<file path="src/rtl/pipeline_pkg.sv">
// Shared control-path definitions: FSM state encoding, length classes and
// the bubble opcode value used by the instruction-assembly stages.
package pipeline_pkg;

    typedef enum logic [1:0] {
        S_OPCODE = 2'd0,
        S_OPLO   = 2'd1,
        S_OPHI   = 2'd2
    } state_t;

    typedef enum logic [1:0] {
        LEN_1 = 2'd1,
        LEN_2 = 2'd2,
        LEN_3 = 2'd3
    } len_t;

    localparam int BUBBLE_OPCODE = 0;

endpackage

</file>
<file path="src/rtl/pipeline_stage1_len_decode.sv">
// Opcode -> instruction length class. The class lives in the top two opcode
// bits; 2'b11 is treated as a single-byte instruction like 2'b00.
module pipeline_stage1_len_decode
    import pipeline_pkg::*;
#(
    parameter int WIDTH = 8
) (
    input  logic [WIDTH-1:0] opcode,
    output len_t             len
);

    // Pure decode of the length field.
    always_comb begin
        len = LEN_1;
        case (opcode[WIDTH-1 -: 2])
            2'b01:   len = LEN_2;
            2'b10:   len = LEN_3;
            default: len = LEN_1;
        endcase
    end

endmodule

</file>
<file path="src/rtl/pipeline_stage1.sv">
// Instruction assembly stage: collects opcode plus 0-2 little-endian operand
// bytes and reports each finished instruction with a one-cycle instr_valid.
// Optional completed-instruction counter: define PIPELINE_STAGE1_INSTR_COUNT_EN.
module pipeline_stage1
    import pipeline_pkg::*;
#(
    parameter int WIDTH = 8
) (
    input  logic               clk,
    input  logic               rst_n,
    input  logic [WIDTH-1:0]   instruction_in,
    input  logic               stall,
    input  logic               flush,
    output logic [WIDTH-1:0]   opcode_out,
    output logic [2*WIDTH-1:0] imm_out,
    output logic               instr_valid,
    output logic               operand_fetch,
    output logic [15:0]        instr_count
);

    state_t             state_q, state_d;
    logic [WIDTH-1:0]   op_q, op_d;
    logic [WIDTH-1:0]   lo_q, lo_d;
    logic [WIDTH-1:0]   opcode_out_q, opcode_out_d;
    logic [2*WIDTH-1:0] imm_out_q, imm_out_d;
    logic               valid_q, valid_d;
    logic [WIDTH-1:0]   dec_opcode;
    len_t               dec_len;

    // While waiting for an opcode the class comes from the incoming byte;
    // in operand states it comes from the held opcode.
    assign dec_opcode = (state_q == S_OPCODE) ? instruction_in : op_q;

    pipeline_stage1_len_decode #(.WIDTH(WIDTH)) u_len_decode (
        .opcode (dec_opcode),
        .len    (dec_len)
    );

    // Next-state and completion logic; flush beats stall beats normal flow.
    always_comb begin
        state_d      = state_q;
        op_d         = op_q;
        lo_d         = lo_q;
        opcode_out_d = opcode_out_q;
        imm_out_d    = imm_out_q;
        valid_d      = 1'b0;
        if (flush) begin
            state_d = S_OPCODE;
            op_d    = '0;
            lo_d    = '0;
        end else if (!stall) begin
            case (state_q)
                S_OPCODE: begin
                    if (instruction_in != WIDTH'(BUBBLE_OPCODE)) begin
                        op_d = instruction_in;
                        if (dec_len == LEN_1) begin
                            opcode_out_d = instruction_in;
                            imm_out_d    = '0;
                            valid_d      = 1'b1;
                        end else begin
                            state_d = S_OPLO;
                        end
                    end
                end
                S_OPLO: begin
                    lo_d = instruction_in;
                    if (dec_len == LEN_2) begin
                        opcode_out_d = op_q;
                        imm_out_d    = {{WIDTH{1'b0}}, instruction_in};
                        valid_d      = 1'b1;
                        state_d      = S_OPCODE;
                    end else begin
                        state_d = S_OPHI;
                    end
                end
                S_OPHI: begin
                    opcode_out_d = op_q;
                    imm_out_d    = {instruction_in, lo_q};
                    valid_d      = 1'b1;
                    state_d      = S_OPCODE;
                end
                default: state_d = S_OPCODE;
            endcase
        end
    end

    // State and output registers.
    always_ff @(posedge clk or negedge rst_n) begin
        if (!rst_n) begin
            state_q      <= S_OPCODE;
            op_q         <= '0;
            lo_q         <= '0;
            opcode_out_q <= '0;
            imm_out_q    <= '0;
            valid_q      <= 1'b0;
        end else begin
            state_q      <= state_d;
            op_q         <= op_d;
            lo_q         <= lo_d;
            opcode_out_q <= opcode_out_d;
            imm_out_q    <= imm_out_d;
            valid_q      <= valid_d;
        end
    end

    assign opcode_out    = opcode_out_q;
    assign imm_out       = imm_out_q;
    assign instr_valid   = valid_q;
    assign operand_fetch = (state_q != S_OPCODE);

`ifdef PIPELINE_STAGE1_INSTR_COUNT_EN
    logic [15:0] count_q, count_d;

    // Counts in step with the completion so the count is current when the
    // pulse is seen; wraps naturally at 16 bits.
    always_comb begin
        count_d = valid_d ? count_q + 16'd1 : count_q;
    end

    // Counter register.
    always_ff @(posedge clk or negedge rst_n) begin
        if (!rst_n) count_q <= '0;
        else        count_q <= count_d;
    end

    assign instr_count = count_q;
`else
    assign instr_count = '0;
`endif

endmodule

</file>
<file path="config.mk">
export PLATFORM = sky130hd
export DESIGN_NAME = pipeline_stage1
export DESIGN_NICKNAME = d
export VERILOG_FILES = /design/src/rtl/pipeline_pkg.sv /design/src/rtl/pipeline_stage1_len_decode.sv /design/src/rtl/pipeline_stage1.sv
export SDC_FILE = /design/constraint.sdc
export NUM_CORES = 1
export LEC_CHECK = 0
export BUFFER_PORTS_ARGS = -buffer_cell sky130_fd_sc_hd__buf_2
export CAP_MARGIN = 5
export CORE_AREA = 2 2 92 59
export DETAILED_ROUTE_END_ITERATION = 8
export DIE_AREA = 0 0 94 61
export GPL_TIMING_DRIVEN = 0
export PLACE_DENSITY_LB_ADDON = 0.3
export REMOVE_ABC_BUFFERS = 1
export SLEW_MARGIN = 30
export SYNTH_ARGS = -nofsm -noshare
export SYNTH_HDL_FRONTEND = slang
export SYNTH_SLANG_ARGS = --single-unit
</file>
<file path="constraint.sdc">
create_clock -name clk -period 3.6 [get_ports clk]
set_clock_uncertainty 0.1 [all_clocks]
set_input_delay 0.18 -clock clk [delete_from_list [all_inputs] [get_ports clk]]
set_output_delay 0.18 -clock clk [all_outputs]
set_load 0.01 [all_outputs]
</file>
==> impl_metrics.tcl, run 1 <==
set metrics [dict create \
    status "complete, no violations" \
    netlist_instances 191 \
    hold_class "primary input to register" \
    syn_area_per_cell_um2 11.6 \
    cts_root_buffer "clkbuf_8" \
    fmax_ghz 0.349 \
    finalSetupViolCount 0 \
    synth_top_area_share_pct 48.6 \
    ant_nets 0 \
    gp_congestion 0.722 \
    yosys.area.top_type "dfrtp_1" \
    p_leak_uw 0.00127 \
    overflow 0 \
    synth-seq-area-share_pct 48.6 \
    ctsHoldBuffers 1 \
    syn2layout_area_growth_pct 13.7 \
    drt-initial-drc-count 68 \
    dp_hpwl_um 2920 \
    timing.final.crit_share_pct 79.5 \
    power.density_mw_per_mm2 632 \
    antenna_found_initial 0 \
    wl_per_cell_um 14.3 \
    path_cells "inv_1, ha_1, mux2_2, ha_1, o22ai_1, nor3b_4, buf_6, mux2_2" \
    drive_gt1_share_pct 32.6 \
    grt_max_degree 44 \
    final.min_clock_period_ps 2860 \
    crit_fanout 13 \
    drc 0 \
    numCtsBuffers 5 \
    worstPathArrival_ps 2950 \
    cts_tree "yes" \
    yosys_warnings 0 \
    ys_ff_latch 43 \
    worstSetupEndpointType "register" \
    cp_top_family "multiplexers" \
    io_pins 54 \
    die_width_um 94 \
    cts.path.max_buffers 2 \
    synthArstFlopShare_pct 100 \
    die_h_um 61 \
    path_class "register to register" \
    clk_pin_slew_ps 80 \
    ir_worst_vdd_uv 294 \
    synth.area.top_cells "dfrtp_1 (49%), mux2_2 (12%), mux2i_1 (8.6%)" \
    hold_slack_ps 67.8 \
    worstPathRequired_ps 3690 \
    cap_violations 0 \
    relSlewSlack_pct 48.0 \
    postCtsResizedCells 0 \
    via_count 1460 \
    worst_pin_slew_ps 780 \
    path_buf_inv 2 \
    drt-pass1-iter-count 4 \
    drt_wl_total_um 4240 \
    antenna_cells 0 \
    clock-sinks 43 \
    postCtsSetupRepairBufs 0 \
    max_stage_delay_ps 420 \
    layout_commonest_cell "dfrtp_1" \
    rsz0062_at_grt "no" \
    synth.distinct_cells 25 \
    grt_pass1_wl_um 6930 \
    final_cell_mix "dfrtp_1 (43), buf_2 (36), mux2_2 (23)" \
    worst_path_max_delay_cell "dfrtp_1" \
    clk_latency_ps 300 \
    hold_viol_final 0 \
    grtUsageTotal_pct 16.3 \
    first_global_vias 1397 \
    rows 20 \
    fin_setup_tns_ps 0 \
    start_util_pct 45.4 \
    finalMaxSlewViolations 0 \
    yosys_most_used_dff "dfrtp_1" \
    startpoint_type "register" \
    via_per_inst 4.93 \
    portBuffers 37 \
    netlist_area_mm2 0.00222 \
    htreeDepth 2 \
    dieArea_mm2 0.00573 \
    synth_edf_count 0 \
    fill_cells 458 \
    core_mm2 0.00488 \
    nets 247 \
]
-- worst paths after layout --
kind,from,endpoint,slack (ps),cells past startpoint
hold reg to reg,opcode_out[3],opcode_out[3],400,1
min in group asynchronous,rst_n,opcode_out[6],310,2
setup / recovery,state_q[0],opcode_out[2],740,8
hold / removal,instruction_in[2],imm_out[10],70,3
max in group asynchronous,rst_n,opcode_out[0],2720,2
setup reg to reg,state_q[0],opcode_out[2],740,8
-- cells by family after synthesis --
group / synth area share [%]
other: 0.169
buffers and inverters: 9.66
adders and majority gates: 3.39
DFF: 48.6
muxes: 21.6
AOI/OAI and AO/OA: 7.74
and+or+nand+nor: 8.87
-- cells in the mapped netlist, types with 2 or more instances --
cell	instances
clkbuf_1	6
nand3_1	2
nand2_1	11
mux2i_1	19
ha_1	6
dfrtp_1	43
nor2b_1	8
inv_1	13
buf_4	16
mux2_2	23
nand2b_1	3
a22o_1	8
a21oi_1	3
mux2_4	2
buf_6	2
nor4_1	2
a22oi_1	8
nor2_1	9
-- stage by stage --
stage / worst slack [ps] / cell area, um^2 / power [uW] / util, % / std cells
after floorplan: 631 / 2110 / 1070 / - / 182
after global placement: 216 / 2370 / 1240 / 48.7 / 285
after detailed placement: 776 / 2400 / 1260 / 49.1 / 287
after CTS: 761 / 2510 / 1610 / 51.5 / 296
after global routing: 606 / 2520 / 1700 / 51.6 / 296
final: 739 / 2520 / 1590 / 51.6 / 296
-- power breakdown --
group	total (uW)	internal [uW]	switching, uW
clock network	341	175	167
registers	635	584	50.5
logic	616	299	317
-- area by class of cell --
type	count	area (um^2)	area share [%]
clock buffers	7	96.3	3.83
clock inverters	1	7.51	0.298
inverters	13	48.8	1.94
multi-input cells	126	987	39.2
flip-flops and latches	43	1080	42.7
well taps	66	82.6	3.28
repair buffers	40	220	8.74
-- worst min-delay path: stages --
cell and delay, ps:
buf_2 130, nand2_1 60, mux2i_1 60
-- routing by layer --
| layer | vias to the layer above | routed length, um | track usage [%] |
|---|---|---|---|
| met5 | - | 0 | 0 |
| met4 | 0 | 56 | 5.59 |
| met3 | 6 | 224 | 4.47 |
| met2 | 45 | 1850 | 24.7 |
| met1 | 712 | 2110 | 22.9 |
| li1 | 697 | - | - |
-- flip-flops by register name (all words and copies together), names as in the netlist --
name / cells
op_q: 8
lo_q: 8
opcode_out: 8
state_q: 2
imm_out: 16
instr_valid: 1
(Power assumes the default switching activity.)
==> inputs of run 2 (changes only) <==
==> constraint.sdc (replaced) <==
create_clock -name clk -period 2.7 [get_ports clk]
set_clock_uncertainty 0.1 [all_clocks]
set_input_delay 0.135 -clock clk [delete_from_list [all_inputs] [get_ports clk]]
set_output_delay 0.135 -clock clk [all_outputs]
set_load 0.01 [all_outputs]
==> impl_metrics.tcl, run 2 (synthesis gave the netlist of run 1 again) <==
set metrics [dict create \
    io_pins 54 \
    cts.path.max_buffers 2 \
    largest_reg_flops 16 \
    r2r_cells 9 \
    crit_fanout 7 \
    final_cell_mix "dfrtp_1 (43), buf_2 (36), mux2_2 (23)" \
    cap_violations 0 \
    cts_tree "yes" \
    dieArea_mm2 0.00573 \
    power.density_mw_per_mm2 845 \
    clock-sinks 43 \
    hold_class "primary input to register" \
    path_buf_inv 3 \
    r2r-end "opcode_out[2]" \
    hold_path_end "imm_out[10]" \
    htreeDepth 2 \
    max_stage_delay_ps 420 \
    layout_commonest_cell "dfrtp_1" \
    timing.final.crit_share_pct 96.0 \
    finalSetupViolCount 0 \
    cts_root_buffer "clkbuf_8" \
    startpoint_type "register" \
    relSlewSlack_pct 49.7 \
    portBuffers 37 \
    clk_pin_slew_ps 80 \
    grt_max_degree 44 \
    grtUsageTotal_pct 16.3 \
    reg2reg_setup_slack_ps 110 \
    worstSetupEndpointType "register" \
    antenna_found_initial 0 \
    drc 0 \
    ir_worst_vdd_uv 397 \
    antenna_cells 0 \
    via_count 1502 \
    post-route-worst-setup-slack_ps 108 \
    dp_hpwl_um 2920 \
    place_ws_ps -124 \
    worstPathArrival_ps 2680 \
    hold_slack_ps 21.7 \
    worstReg2RegStart "state_q[0]" \
    hp-start "instruction_in[2]" \
    drt_wl_total_um 4440 \
    grt_pass1_wl_um 6940 \
    start_util_pct 45.4 \
    worstPathRequired_ps 2790 \
    worst_pin_slew_ps 755 \
    wl_per_cell_um 14.7 \
    p_leak_uw 0.00131 \
    fill_cells 451 \
    status "complete, no violations" \
    drt-initial-drc-count 69 \
    via_per_inst 4.96 \
    core_mm2 0.00488 \
    first_global_vias 1405 \
    overflow 0 \
    numCtsBuffers 5 \
    die_width_um 94 \
    ant_nets 0 \
    final.min_clock_period_ps 2590 \
    syn2layout_area_growth_pct 16.8 \
    fmax_ghz 0.386 \
    path_class "register to register" \
    hold_viol_final 0 \
    critical_path.most_common_cell "mux2_2" \
    clk_latency_ps 300 \
    path_cells "inv_1, ha_4, mux2_2, ha_1, o22ai_1, nor3b_4, buf_4, buf_6, mux2_2" \
    fin_util_pct 53.0 \
    gp_congestion 0.722 \
    p_total_uw 2190 \
    cp_top_family "multiplexers" \
    rows 20 \
    worst_path_max_delay_cell "dfrtp_1" \
    finalMaxSlewViolations 0 \
    nets 254 \
    drive_gt1_share_pct 35.0 \
    min_path_cells 3 \
    die_h_um 61 \
    drt-pass1-iter-count 4 \
]
-- run 2: routing by layer --
metal,global-route usage (%),up-vias,wire [um]
li1,-,712,-
met1,22.9,735,2140
met2,24.7,49,1970
met3,4.47,6,281
met4,5.59,0,56
met5,0,-,0
-- run 2: report_power, final --
| group | switching (uW) | total (uW) | internal [uW] |
|---|---|---|---|
| registers | 67.2 | 846 | 779 |
| clock network | 223 | 456 | 233 |
| logic | 442 | 883 | 442 |
-- run 2: final cells by class --
class                      instances  area, um^2  area share [%]
clock buffer                       7        96.3            3.72
clock inverter                     1        7.51           0.290
inverter                          13        48.8            1.89
multi-input combinational        126        1000            38.6
sequential                        43        1080            41.6
tap                               66        82.6            3.19
timing repair buffer              47         277            10.7
-- run 2: worst min-delay path, delay by kind of cell --
kind / cells / cell delay (ps)
and+or+nand+nor: 1 / 60
buffers and inverters: 1 / 130
muxes: 1 / 60
-- run 2: worst max path at each step --
stage                    end       start  depth (start not counted)  slack, ps
6_report       opcode_out[2]  state_q[0]                          9        110
4_1_cts           imm_out[0]  state_q[0]                          8         50
3_5_place_dp   opcode_out[2]  state_q[0]                          8       -120
5_1_grt        opcode_out[0]  state_q[0]                          9        -30
2_1_floorplan     imm_out[0]  state_q[0]                          7       -270
3_3_place_gp   opcode_out[1]  state_q[0]                          7       -680
-- run 2: through the flow --
stage,cells,setup TNS (ps),cell area [um^2]
floorplan,182,-4700,2110
global placement,285,-14590,2370
detailed placement,287,-1390,2400
CTS,297,0,2520
global route,303,-178,2590
finish,303,0,2590
-- run 2: repair_timing --
| action | CTS | global route |
|---|---|---|
| buffers inserted | 1 | 5 |
| pin swaps | 1 | 1 |
| setup endpoints to repair | 14 | 16 |
| hold buffers | 1 | 0 |
| cloned | 0 | 1 |
| hold endpoints to repair | 43 | 0 |
| resized for setup | 1 | 4 |
==> inputs of run 3 (changes only) <==
--- a/config.mk
+++ b/config.mk
@@ -5,7 +5,7 @@
 export SDC_FILE = /design/constraint.sdc
 export NUM_CORES = 1
 export LEC_CHECK = 0
-export BUFFER_PORTS_ARGS = -buffer_cell sky130_fd_sc_hd__buf_2
+export BUFFER_PORTS_ARGS = -buffer_cell sky130_fd_sc_hd__clkbuf_2
 export CAP_MARGIN = 5
 export CORE_AREA = 2 2 92 59
 export DETAILED_ROUTE_END_ITERATION = 8
==> impl_metrics.tcl, run 3 (synthesis gave the netlist of run 1 again) <==
set metrics [dict create \
    grt_pass1_wl_um 7130 \
    drive_gt1_share_pct 33.2 \
    io_pins 54 \
    worstPathArrival_ps 2610 \
    numCtsBuffers 5 \
    route.top_layer_used "met4" \
    path_cells "inv_2, ha_4, mux2_2, ha_1, o22ai_1, nor3b_4, buf_8, mux2_2" \
    worstSetupEndpointType "register" \
    nets 248 \
    drt-pass1-iter-count 4 \
    dieArea_mm2 0.00573 \
    place_ws_ps -144 \
    finalMaxSlewViolations 0 \
    via_count 1477 \
    relSlewSlack_pct 50.4 \
    start_util_pct 45.4 \
    via_per_inst 5.01 \
    finalSetupViolCount 0 \
    clk_pin_slew_ps 70 \
    dp_hpwl_um 2890 \
    route.met3.wl_um 186 \
    startpoint_type "register" \
    fmax_ghz 0.394 \
    worstPathRequired_ps 2770 \
    clk_latency_ps 290 \
    grtUsageTotal_pct 16.6 \
    cap_violations 0 \
    timing.final.crit_share_pct 94.1 \
    seq_area_mm2 0.00108 \
    first_global_vias 1419 \
    final.min_clock_period_ps 2540 \
    syn2layout_area_growth_pct 13.3 \
    clock-sinks 43 \
    overflow 0 \
    cts_tree "yes" \
    max_stage_delay_ps 430 \
    path_class "register to register" \
    cp_top_family "multiplexers" \
    crit_fanout 12 \
    final_cell_mix "dfrtp_1 (43), clkbuf_2 (36), mux2_2 (23)" \
    wl_per_cell_um 14.5 \
    rsz0062_at_grt "no" \
    ir_worst_vdd_uv 288 \
    layout_commonest_cell "dfrtp_1" \
    p_leak_uw 0.00125 \
    power.density_mw_per_mm2 823 \
    wl_met1_um 2140 \
    gp_congestion 0.718 \
    ant_nets 0 \
    drt_wl_total_um 4270 \
    antenna_cells 0 \
    hold_class "primary input to register" \
    multi_input_area_um2 1000 \
    core_mm2 0.00488 \
    fill_cells 462 \
    status "complete, no violations" \
    grt_max_degree 44 \
    worst_pin_slew_ps 744 \
    wl_met2_um 1930 \
    path_buf_inv 2 \
    critical_path.most_common_cell "mux2_2" \
    portBuffers 37 \
    antenna_found_initial 0 \
    hold_viol_final 0 \
    die_width_um 94 \
    htreeDepth 2 \
    drt-initial-drc-count 29 \
    post-route-worst-setup-slack_ps 159 \
    fin_setup_tns_ps 0 \
    largest_reg_flops 16 \
    worst_path_max_delay_cell "dfrtp_1" \
    drc 0 \
    die_h_um 61 \
    cts_root_buffer "clkbuf_8" \
    rows 20 \
    cts.path.max_buffers 2 \
]
[run 3: cell types whose count changed in the layout (fill, tap and decap cells not counted), moves of 2 or more]
cell,previous run,this run
buf_2,36,0
buf_4,7,1
buf_6,3,1
clkbuf_2,0,36
clkbuf_8,7,5
inv_1,13,11
inv_2,0,2
[run 3: final cells by class]
| class | count | area share [%] |
|---|---|---|
| clock buffer | 6 | 2.89 |
| inverter | 13 | 1.94 |
| multi-input combinational | 126 | 39.8 |
| sequential | 43 | 42.8 |
| tap | 66 | 3.29 |
| timing repair buffer | 41 | 9.22 |
[run 3: report_power, final]
| group | total (uW) | switching, uW | internal [uW] | leakage (uW) |
|---|---|---|---|---|
| clock | 371 | 199 | 173 | 0.0000371 |
| sequential | 855 | 75.2 | 779 | 0.000578 |
| combinational | 841 | 429 | 413 | 0.000633 |
| total | 2070 | 703 | 1360 | 0.00125 |
[run 3: worst paths after layout]
path	cells past startpoint	end	startpoint	slack [ps]
max in group asynchronous	2	opcode_out[0]	rst_n	1780
hold reg to reg	1	op_q[2]	op_q[2]	410
hold / removal	3	imm_out[10]	instruction_in[2]	40
min in group asynchronous	2	imm_out[5]	rst_n	320
setup reg to reg	8	opcode_out[2]	state_q[0]	160
setup / recovery	8	opcode_out[2]	state_q[0]	160
[run 3: timing repair]
action | 4_1_cts | 5_1_grt
resized for setup | 0 | 4
hold endpoints to repair | 43 | 0
setup buffers | 1 | 0
setup endpoints to repair | 13 | 17
hold buffers | 1 | 0
pin swaps | 1 | 1
[run 3: through the flow]
stage,cell area (um^2),hold slack (ps),util [%],power (uW),cells
global route,2510,46.3,51.5,2220,295
finish,2510,44.1,51.5,2070,295
floorplan,2110,-261,-,1420,182
global placement,2370,275,48.7,1660,285
detailed placement,2400,111,49.3,1690,287
CTS,2490,35.5,51.1,2070,295
[run 3: per-layer routing]
| layer | global-route usage [%] | vias up |
|---|---|---|
| met5 | 0 | - |
| met4 | 4.35 | 0 |
| met2 | 25.6 | 41 |
| met1 | 23.5 | 734 |
| met3 | 4.47 | 2 |
| li1 | - | 700 |
[run 3: worst min-delay path: stages]
cell and delay, ps:
clkbuf_2 130, nand2_1 70, mux2i_1 60
